$ cat src/rtl/pwm_update_scheduler.sv
// Serialises PWM configuration updates from N requesters onto the single
// d/sel write port of the PWM. Updates land either glitch-free on the period
// boundary (cmp on the wrap edge, top right after) or immediately followed
// by a counter restart.
module pwm_update_scheduler #(
    parameter int N   = 4,
    parameter int IDW = $clog2(N)
) (
    input  logic              clk,
    input  logic              rst_n,
    input  logic [N-1:0]      req_valid,
    input  logic [16*N-1:0]   req_top,
    input  logic [16*N-1:0]   req_cmp,
    input  logic [N-1:0]      req_sync,
    output logic [N-1:0]      req_ready,
    input  logic [15:0]       pwm_cnt,
    input  logic [15:0]       pwm_top,
    output logic [15:0]       pwm_d,
    output logic [1:0]        pwm_sel,
    output logic              busy,
    output logic [IDW-1:0]    grant_id,
    output logic              done
);

    typedef enum logic [2:0] {
        IDLE, WAIT_BND, WR_TOP, NOW_CMP, NOW_TOP, NOW_CNT
    } state_t;

    state_t         state, state_nxt;
    logic [IDW-1:0] rr;
    logic [IDW-1:0] pick;
    logic [IDW-1:0] idx;
    logic           found;
    logic           xfer;
    logic           bnd;
    logic [15:0]    pick_top, pick_cmp;
    logic           pick_sync;
    logic [15:0]    sh_top, sh_cmp;
    int             j;

    // Last cycle of the current PWM period: the PWM wraps cnt on the next edge.
    assign bnd  = (pwm_cnt >= pwm_top);
    assign busy = (state != IDLE);
    assign xfer = (state == IDLE) && found;

    // Round-robin search starting at rr, plus a mux of the winner's payload.
    always_comb begin
        found     = 1'b0;
        pick      = '0;
        idx       = '0;
        j         = 0;
        pick_top  = '0;
        pick_cmp  = '0;
        pick_sync = 1'b0;
        for (int k = 0; k < N; k++) begin
            j = int'(rr) + k;
            if (j >= N) j = j - N;
            idx = IDW'(j);
            if (!found && req_valid[idx]) begin
                found = 1'b1;
                pick  = idx;
            end
        end
        for (int i = 0; i < N; i++) begin
            if (pick == IDW'(i)) begin
                pick_top  = req_top[16*i +: 16];
                pick_cmp  = req_cmp[16*i +: 16];
                pick_sync = req_sync[i];
            end
        end
    end

    // One-hot ready toward the winner, only while idle.
    always_comb begin
        req_ready = '0;
        for (int i = 0; i < N; i++)
            req_ready[i] = xfer && (pick == IDW'(i));
    end

    // State register.
    always_ff @(posedge clk or negedge rst_n) begin
        if (!rst_n) state <= IDLE;
        else        state <= state_nxt;
    end

    // Shadow registers, grant index and round-robin pointer update on accept.
    // The sync flag is not shadowed: it is captured by the path the FSM takes.
    always_ff @(posedge clk or negedge rst_n) begin
        if (!rst_n) begin
            sh_top   <= '0;
            sh_cmp   <= '0;
            grant_id <= '0;
            rr       <= '0;
        end else if (xfer) begin
            sh_top   <= pick_top;
            sh_cmp   <= pick_cmp;
            grant_id <= pick;
            rr       <= (pick == IDW'(N-1)) ? '0 : pick + 1'b1;
        end
    end

    // Next state and PWM write decode; d is forced to 0 whenever sel is 00.
    always_comb begin
        state_nxt = state;
        pwm_sel   = 2'b00;
        pwm_d     = '0;
        done      = 1'b0;
        case (state)
            IDLE: begin
                if (found) state_nxt = pick_sync ? WAIT_BND : NOW_CMP;
            end
            WAIT_BND: begin
                if (bnd) begin
                    pwm_sel   = 2'b01;
                    pwm_d     = sh_cmp;
                    state_nxt = WR_TOP;
                end
            end
            WR_TOP: begin
                pwm_sel   = 2'b10;
                pwm_d     = sh_top;
                done      = 1'b1;
                state_nxt = IDLE;
            end
            NOW_CMP: begin
                pwm_sel   = 2'b01;
                pwm_d     = sh_cmp;
                state_nxt = NOW_TOP;
            end
            NOW_TOP: begin
                pwm_sel   = 2'b10;
                pwm_d     = sh_top;
                state_nxt = NOW_CNT;
            end
            NOW_CNT: begin
                pwm_sel   = 2'b11;
                done      = 1'b1;
                state_nxt = IDLE;
            end
            default: state_nxt = IDLE;
        endcase
    end

endmodule

$ cat config.mk
export PLATFORM = sky130hd
export DESIGN_NAME = pwm_update_scheduler
export DESIGN_NICKNAME = d
export VERILOG_FILES = /design/src/rtl/pwm_update_scheduler.sv
export SDC_FILE = /design/constraint.sdc
export NUM_CORES = 1
export LEC_CHECK = 0
export CORE_MARGIN = 4
export CORE_UTILIZATION = 41
export DETAILED_ROUTE_END_ITERATION = 8
export PLACE_DENSITY = 0.91
export SLEW_MARGIN = 20
export SYNTH_ARGS = -nofsm -noshare
export SYNTH_HDL_FRONTEND = slang
export SYNTH_SLANG_ARGS = --single-unit
$ cat constraint.sdc
create_clock -name clk -period 8 [get_ports clk]
set_input_delay 1.6 -clock clk [delete_from_list [all_inputs] [get_ports clk]]
set_output_delay 1.6 -clock clk [all_outputs]
set_load 0.01 [all_outputs]
After elaboration in Yosys (flattened, before gate mapping)
Index checks and enable logic that the tools add are counted.
{"block": "totals", "register_bits": 39, "input_bits": 170, "output_inout_bits": 26, "wordCells": 91}
{"block": "op_classes", "n_addsub": 8, "magnitude_cmp": 9, "n_eq_ne": 10, "muxes": 42, "n_reduce_logical": 17}
{"op": "16-bit two-way mux", "n": 9}
{"op": "16-bit one-hot mux with 3 select lines", "n": 1}
{"op": "2-bit two-way mux", "n": 10}
{"op": "16-bit >= comparator", "n": 1}
{"op": "1-bit two-way mux", "n": 14}
{"op": "2-bit by 3-bit less-than comparator with 1-bit output, second input constant", "n": 4}
{"op": "3-bit one-hot mux with 4 select lines", "n": 1}
{"op": "3-bit >= comparator, second input constant", "n": 3}
{"op": "1-bit binary-select mux with 2-bit select", "n": 4}
{"op": "1-bit logical AND", "n": 8}
{"op": "2-bit one-hot mux with 4 select lines", "n": 1}
{"op": "2-bit by 1-bit subtractor with 2-bit output, second input constant", "n": 4}
{"op": "2-bit by 2-bit adder with 3-bit output, second input constant", "n": 2}
{"op": "3-bit by 2-bit equality test with 1-bit output, second input constant", "n": 2}
{"op": "3-bit equality test, second input constant", "n": 2}
{"op": "3-bit two-way mux", "n": 2}
{"op": "2-bit equality test, second input constant", "n": 2}
{"op": "2-bit inequality test, second input constant", "n": 2}
{"op": "2-bit OR reduction", "n": 2}
{"op": "2-bit by 1-bit adder with 3-bit output, second input constant", "n": 1}
{"op": "3-bit by 1-bit equality test with 1-bit output, second input constant", "n": 1}
{"op": "2-bit by 3-bit >= comparator with 1-bit output, second input constant", "n": 1}
{"op": "1-bit logical NOT", "n": 3}
{"op": "3-bit logical NOT", "n": 1}
{"op": "other kinds (5)", "n": 5}

Depth between registers and ports, before layout
Gate-level depths: netlist (run 1).
{"block": "logic_depth", "ltp_word": 22, "depth_mapped": 13, "ltp_nobuf": 10}

Least setup slack after synthesis (run 1)
OpenSTA, ideal clock, no wires.
{"block": "synth_path", "kind": "input port to output port", "from": "in pwm_top[15]", "to": "out pwm_d[0]", "arrival_ns": 3.212, "slack_ns": 3.188, "path_stages": 8, "n_path_buf": 1, "cell_sequence": "inv_1 -> ha_1 -> nand4_2 -> nor4_4 -> a31oi_2 -> a211oi_4 -> buf_6 -> a21o_1"}
{"block": "synth_between", "elab_chain_len": 3}
{"element": "start: declaration", "line": "17", "text": "input logic [15:0] pwm_top,"}
{"element": "16-bit >= comparator", "line": "42", "text": "assign bnd = (pwm_cnt >= pwm_top);"}
{"element": "16-bit two-way mux", "line": "113", "text": "if (bnd) begin"}
{"element": "16-bit one-hot mux with 3 select lines", "line": "108", "text": "case (state)"}
{"element": "end: declaration", "line": "18", "text": "output logic [15:0] pwm_d,"}
Every way passes these cells.

Worst setup path in the final report (run 1)
{"block": "layout_path", "from": "in pwm_top[15]", "to": "out pwm_d[4]"}
The elaborated chain is that of the path after synthesis.

==> results of run 1 <==
final cells by class:
class | count | share of cell area
multi-input combinational | 314 | 0.391
timing repair buffer | 197 | 0.370
sequential | 39 | 0.184
tap | 102 | 0.0241
inverter | 23 | 0.0163
clock buffer | 7 | 0.0144
clock inverter | 1 | 0.000943
registers in the layout (all words and copies together) (netlist names):
| name | flops |
|---|---|
| sh_top | 16 |
| sh_cmp | 16 |
| grant_id | 2 |
| rr | 2 |
| state | 3 |
Yosys cell counts (all sizes together):
library cell,instances
o31ai,2
nand3,2
o21bai,1
o31a,1
and2,4
o21ai,39
nor2,5
dfrtp,39
nand4,2
inv,23
nor2b,33
ha,20
mux2i,3
nand2b,5
a2111o,1
a221oi,32
buf,5
a22o,17
a21o,16
a211oi,2
o21a,1
a21oi,44
o22ai,1
o211ai,1
nor3,33
and3,1
a22oi,2
clkbuf,28
nand3b,1
a31oi,1
mux2,1
nor4,1
nand2,42
routing by layer:
| metal | GRT usage | routed length, um | up-vias |
|---|---|---|---|
| li1 | - | - | 1844 |
| met1 | 0.281 | 4660 | 1695 |
| met2 | 0.405 | 5740 | 159 |
| met3 | 0.0476 | 817 | 33 |
| met4 | 0.0972 | 452 | 0 |
| met5 | 0 | 0 | - |
how the worst min path moves through the flow:
stage           startpoint           to  slack [ns]
2_1_floorplan    sh_top[0]    sh_top[0]        0.45
3_3_place_gp   grant_id[1]  grant_id[1]        0.47
3_5_place_dp    sh_top[15]   sh_top[15]        0.48
4_1_cts         sh_top[15]   sh_top[15]        0.49
5_1_grt          sh_top[2]    sh_top[2]        0.52
6_report        sh_top[15]   sh_top[15]        0.49
per-stage QoR:
| step | hold WS, ns | cell area (um^2) | util | setup WS (ns) |
|---|---|---|---|---|
| after floorplan | 0.451 | 3250 | - | 3.19 |
| after global placement | 0.467 | 5210 | 0.675 | 1.98 |
| after detailed placement | 0.476 | 5210 | 0.675 | 1.93 |
| after CTS | 0.492 | 5290 | 0.685 | 1.91 |
| after global routing | 0.522 | 5310 | 0.687 | 1.71 |
| final | 0.492 | 5310 | 0.687 | 1.90 |
placed cells by master, fill, tap and decap left out, types with 2 or more instances in the layout:
master,count
nand3_1,2
o31ai_1,2
mux2i_1,3
nand2b_1,5
clkdlybuf4s50_1,194
nor2_1,4
clkbuf_8,5
clkbuf_1,2
a21oi_1,43
a21o_1,10
ha_2,2
a22o_1,17
nor2b_1,32
nor3_1,33
inv_1,23
ha_1,18
and2_1,4
a22oi_1,2
a221oi_1,32
buf_4,2
o21ai_0,39
a21o_2,6
dfrtp_1,39
nand2_1,41
power groups by stage:
| stage | clock, mW | combinational [mW] | sequential [mW] |
|---|---|---|---|
| final | 0.127 | 0.933 | 0.364 |
| after global routing | 0.137 | 1.03 | 0.374 |
| after CTS | 0.128 | 0.931 | 0.362 |
| after detailed placement | 0 | 0.928 | 0.366 |
| after global placement | 0 | 0.901 | 0.363 |
| after floorplan | 0 | 0.595 | 0.338 |
critical path: stages:
cell and delay, ns:
clkdlybuf4s50_1 0.46, inv_1 0.04, ha_1 0.32, nand4_2 0.16, nor4_4 0.35, a31oi_2 0.17, a211oi_4 0.62, a21o_1 0.23
clkdlybuf4s50_1 0.54
logic make-up (layout without fill, tap and decap cells):
group           count (synthesis)  in the layout  synth area share
fa+ha+maj                      20             20            0.0770
flops                          39             39             0.300
simple gates                  129            129             0.206
buf+inv                        56            228            0.0685
compound gates                161            161             0.336
mux                             4              4            0.0127
==> run metrics, run 1 <==
status finished clean; clk_lat worst skew 0.29 ns; max cap viols 0; depth of the most critical reg-to-reg path 10; synthesized area per cell 7.94 um^2; CTS resizes 0; die area 9410 um^2; Flop pwr share 0.255; Antenna Nets Post-Route 0; H-tree levels 2; Mapped Nets 599; Crit Path Class in -> out; clk_skew 0.00377 ns; Setup TNS 0 ns; Pleak 2.26 nW; Iteration-0 DRC Markers 253; combinational group share of total power 0.655; Clock Tree Buf Depth 2; Mapped Cells 409; Final Cycle Share 0.762; CP endpoint kind output port; Final Hold Vio Count 0; root buf cell clkbuf_8; Required @ worst endpoint 6.40 ns; Area Growth Syn to Fin 63.3%; routed vias 3731; core area 7730 um^2; area leader, netlist dfrtp_1; Critical Path End pwm_d[4]; setup violators final 0; FP Rows 32; Die Span X 97.0 um; pin count of the biggest net entering global routing 68; CTS tree yes; DRC viols 0; multi-input logic area 2070 um^2; GR Overflow Total 0; gr usage total 0.234; vias in the first global route 3735; post-DR wirelength/cell 17.1 um; r2r setup slk 4.98 ns; IO Count 196; Fill cells 615; Cell variety after synth 37; register area 976 um^2; critical path peak fanout 16; VDD IR-drop max 0.116 mV; Max-slew headroom 0.331; Die Span Y 97.0 um; CP arrival 4.50 ns; synthesized cell area 3250 um^2; TritonCTS Buffers 5; n_diodes 0; Critical R2R Launch rr[1]; Final nets 770; gpl congestion 0.875; Final min period 6.10 ns; #FFs+latches synth 39; number of setup buffers added after CTS 0; Finished Layout Cells 683; most area-consuming cells after synthesis dfrtp_1 30%, a221oi_1 8.6%, ha_1 7.7%; WHS Path Cells 2; RSZ-0062 raised after global routing no; WL final 11.7 mm; FF-to-FF End sh_cmp[1]; PwrDens 268 nW/um^2; CTS Sinks 39; switching share of power 0.447; Clk pwr share 0.089; Inst Count DP 675; Post-CTS Hold Buffers 0; net load switching power 0.636 mW; Startpoint Class input pin; Hold Path Class reg -> reg; initial antenna violation count 0; TritonRoute pass-1 iters 4; dpl hpwl 9.52 mm; YS warnings 0; first-pass GRT wire length 18.0 mm; internal power 0.787 mW; register area share after synthesis 0.300; Worst-path clk slew 0.07 ns; fin. max-slew vios 0; Pwr Total 1.42 mW; Starting Density 0.420; Worst Tran Pin Value 1.00 ns; vias per cell 5.46; layout cells sized above 1 0.0448; input/output buffers 195; post-synth top area share 0.300; max frequency 164 MHz; worst setup path start pwm_top[15]
Note: power is estimated with default switching activity, not from simulation.
==> run 2, diff against run 1 <==
- CORE_UTILIZATION: 41 -> 35
- PLACE_DENSITY: 0.91 -> 0.83
- clock period: 8 -> 4.9 ns (I/O delays scaled with it)
==> run 2 against run 1 <==
Clock skew is 0.0021 ns higher; first-iteration DRC count fell by 25%; design area increased by 1.2%; register-to-register slack got worse by 3.1 ns; sequential power increased by 62%; die area is 16% higher; clock-buffer cell count decreased by 1; core utilization decreased by 8.3 points; clock power rose by 110%; hold slack got worse by 0.0060 ns.
==> run metrics, run 2 (synthesized netlist as in run 1, its figures left out) <==
status finished clean (unchanged); Min-Delay Endpoint sh_top[13] (was sh_top[15]); post-DR wirelength/cell 16.8 um (was 17.1 um); Final nets 773 (was 770); routed vias 3683 (was 3731); CP arrival 3.66 ns (was 4.50 ns); Util after Layout 0.604 (was 0.687); Post-CTS Hold Buffers 0 (unchanged); vias per cell 5.32 (was 5.46); CP dominant cell by count clkdlybuf4s50_1 (unchanged); VDD IR-drop max 0.186 mV (was 0.116 mV); TritonRoute pass-1 iters 4 (unchanged); max cap viols 0 (unchanged); TritonCTS Buffers 5 (unchanged); root buf cell clkbuf_8 (unchanged); max frequency 215 MHz; PwrDens 446 nW/um^2 (was 268 nW/um^2); Required @ worst endpoint 3.92 ns (was 6.40 ns); RSZ-0062 raised after global routing no (unchanged); commonest non-fill, non-tap cell in the layout clkdlybuf4s50_1 (unchanged); Pleak 2.29 nW (was 2.26 nW); Critical R2R Launch rr[1] (unchanged); FP Rows 34 (was 32); Final Cycle Share 0.947; Hold Startpoint sh_top[13] (was sh_top[15]); n_diodes 0 (unchanged); critical path peak fanout 16 (unchanged); fin. max-slew vios 0 (unchanged); input/output buffers 195 (unchanged); clk_lat worst skew 0.29 ns (about the same); IO Count 196 (unchanged); Startpoint Class input pin (unchanged); Worst-path clk slew 0.07 ns (about the same); CTS tree yes (unchanged); gpl congestion 0.825 (was 0.875); first-pass GRT wire length 18.1 mm (was 18.0 mm); DRC viols 0 (unchanged); Largest regs sh_cmp (16), sh_top (16), state (3) (unchanged); Worst Tran Pin Value 0.941 ns (was 1.00 ns); Final min period 4.64 ns; layout cells sized above 1 0.0514 (was 0.0448); Setup TNS 0 ns (unchanged); Die Span X 104 um (was 97.0 um); CP Cell Sequence clkdlybuf4s50_1 -> inv_1 -> ha_1 -> nand4_2 -> nor4_4 -> a31oi_2 -> a211oi_4 -> buf_4 -> a21o_1 -> clkdlybuf4s50_1 (was clkdlybuf4s50_1 -> inv_1 -> ha_1 -> nand4_2 -> nor4_4 -> a31oi_2 -> a211oi_4 -> a21o_1 -> clkdlybuf4s50_1); gr usage total 0.203 (was 0.234); slowest stage delay, CP 0.55 ns (was 0.62 ns); H-tree levels 2 (unchanged); pin count of the biggest net entering global routing 67 (was 68); Max-slew headroom 0.370 (was 0.331); WHS Path Cells 2 (unchanged); Die Span Y 104 um (was 97.0 um); Antenna Nets Post-Route 0 (unchanged); r2r setup slk 1.91 ns (was 4.98 ns); Crit path max-delay family buffers and inverters (unchanged); Iteration-0 DRC Markers 190 (was 253); GR Overflow Total 0 (unchanged); Clock Tree Buf Depth 2 (unchanged); Starting Density 0.365 (was 0.420); Buf+Inv Stages, Crit Path 4 (was 3); CTS resizes 0 (unchanged); setup violators final 0 (unchanged); Area Growth Syn to Fin 65.2% (was 63.3%); core area 8890 um^2 (was 7730 um^2); most frequent cells in the layout 194 x clkdlybuf4s50_1, 44 x a21oi_1, 41 x nand2_1 (was 194 x clkdlybuf4s50_1, 43 x a21oi_1, 41 x nand2_1); Slowest-stage cell, CP clkdlybuf4s50_1 (was a211oi_4); vias in the first global route 3713 (was 3735); initial antenna violation count 0 (unchanged); CP endpoint kind output port (unchanged); Crit Path Class in -> out (unchanged); die area 10900 um^2 (was 9410 um^2); dpl hpwl 9.66 mm (was 9.52 mm); WL final 11.6 mm (was 11.7 mm); clk_skew 0.00583 ns (was 0.00377 ns); CTS Sinks 39 (unchanged); Final Hold Vio Count 0 (unchanged); depth of the most critical reg-to-reg path 10 (unchanged); FF-to-FF End sh_top[8] (was sh_cmp[1]); Hold Path Class reg -> reg (unchanged); number of setup buffers added after CTS 0 (unchanged)
-- run 2: cell types whose count changed in the layout (fill, tap and decap cells not counted) --
cell,previous run,this run
buf_4,2,5
a21oi_1,43,44
a21oi_2,1,0
clkbuf_1,2,0
bufinv_16,0,1
clkbuf_8,5,6
-- run 2: where the power goes --
part | switching [mW] | total (mW) | internal (mW)
Sequential | 0.119 | 0.589 | 0.470
Combinational | 0.814 | 1.53 | 0.720
Clock | 0.109 | 0.273 | 0.165
Total | 1.04 | 2.40 | 1.36
-- run 2: worst max-delay path by stage --
stage	from	end	slack (ns)	cells past startpoint
4_1_cts	pwm_top[15]	pwm_d[4]	0.25	10
6_report	pwm_top[15]	pwm_d[4]	0.26	10
3_3_place_gp	pwm_top[15]	pwm_d[4]	0.33	10
5_1_grt	pwm_top[15]	pwm_d[11]	0.11	10
3_5_place_dp	pwm_top[15]	pwm_d[0]	0.26	10
2_1_floorplan	pwm_top[15]	pwm_d[0]	1.33	8
-- run 2: final cells by class --
| class | count | area (um^2) |
|---|---|---|
| multi-input combinational | 314 | 2070 |
| clock buffer | 6 | 82.6 |
| sequential | 39 | 976 |
| tap | 108 | 135 |
| fill | 760 | 3520 |
| timing repair buffer | 200 | 1980 |
| clock inverter | 2 | 35.0 |
| inverter | 23 | 86.3 |
-- run 2: metrics by stage --
stage | setup slack [ns] | area [um^2] | power (mW) | cells | hold slack [ns]
after global routing | 0.110 | 5370 | 2.60 | 692 | 0.523
after global placement | 0.328 | 5240 | 2.09 | 684 | 0.465
after detailed placement | 0.258 | 5240 | 2.13 | 684 | 0.474
after floorplan | 1.33 | 3250 | 1.52 | 409 | 0.451
after CTS | 0.251 | 5360 | 2.40 | 692 | 0.490
final | 0.258 | 5370 | 2.40 | 692 | 0.486
-- run 2: worst register-to-register path, cell delays in order (launching register included) --
cell,delay (ns)
dfrtp_1,0.45
nand2b_1,0.14
a21oi_1,0.07
a211oi_1,0.54
ha_1,0.27
buf_4,0.33
nor2b_4,0.22
a221oi_1,0.38
nor3_1,0.13
a21oi_1,0.21
o21ai_0,0.10
-- run 2: metal layers --
metal,global-route usage,wire [um],part of all wire
met5,0,0,0
met4,0.0617,248,0.021
met3,0.0534,904,0.078
met2,0.361,5860,0.50
met1,0.238,4630,0.40
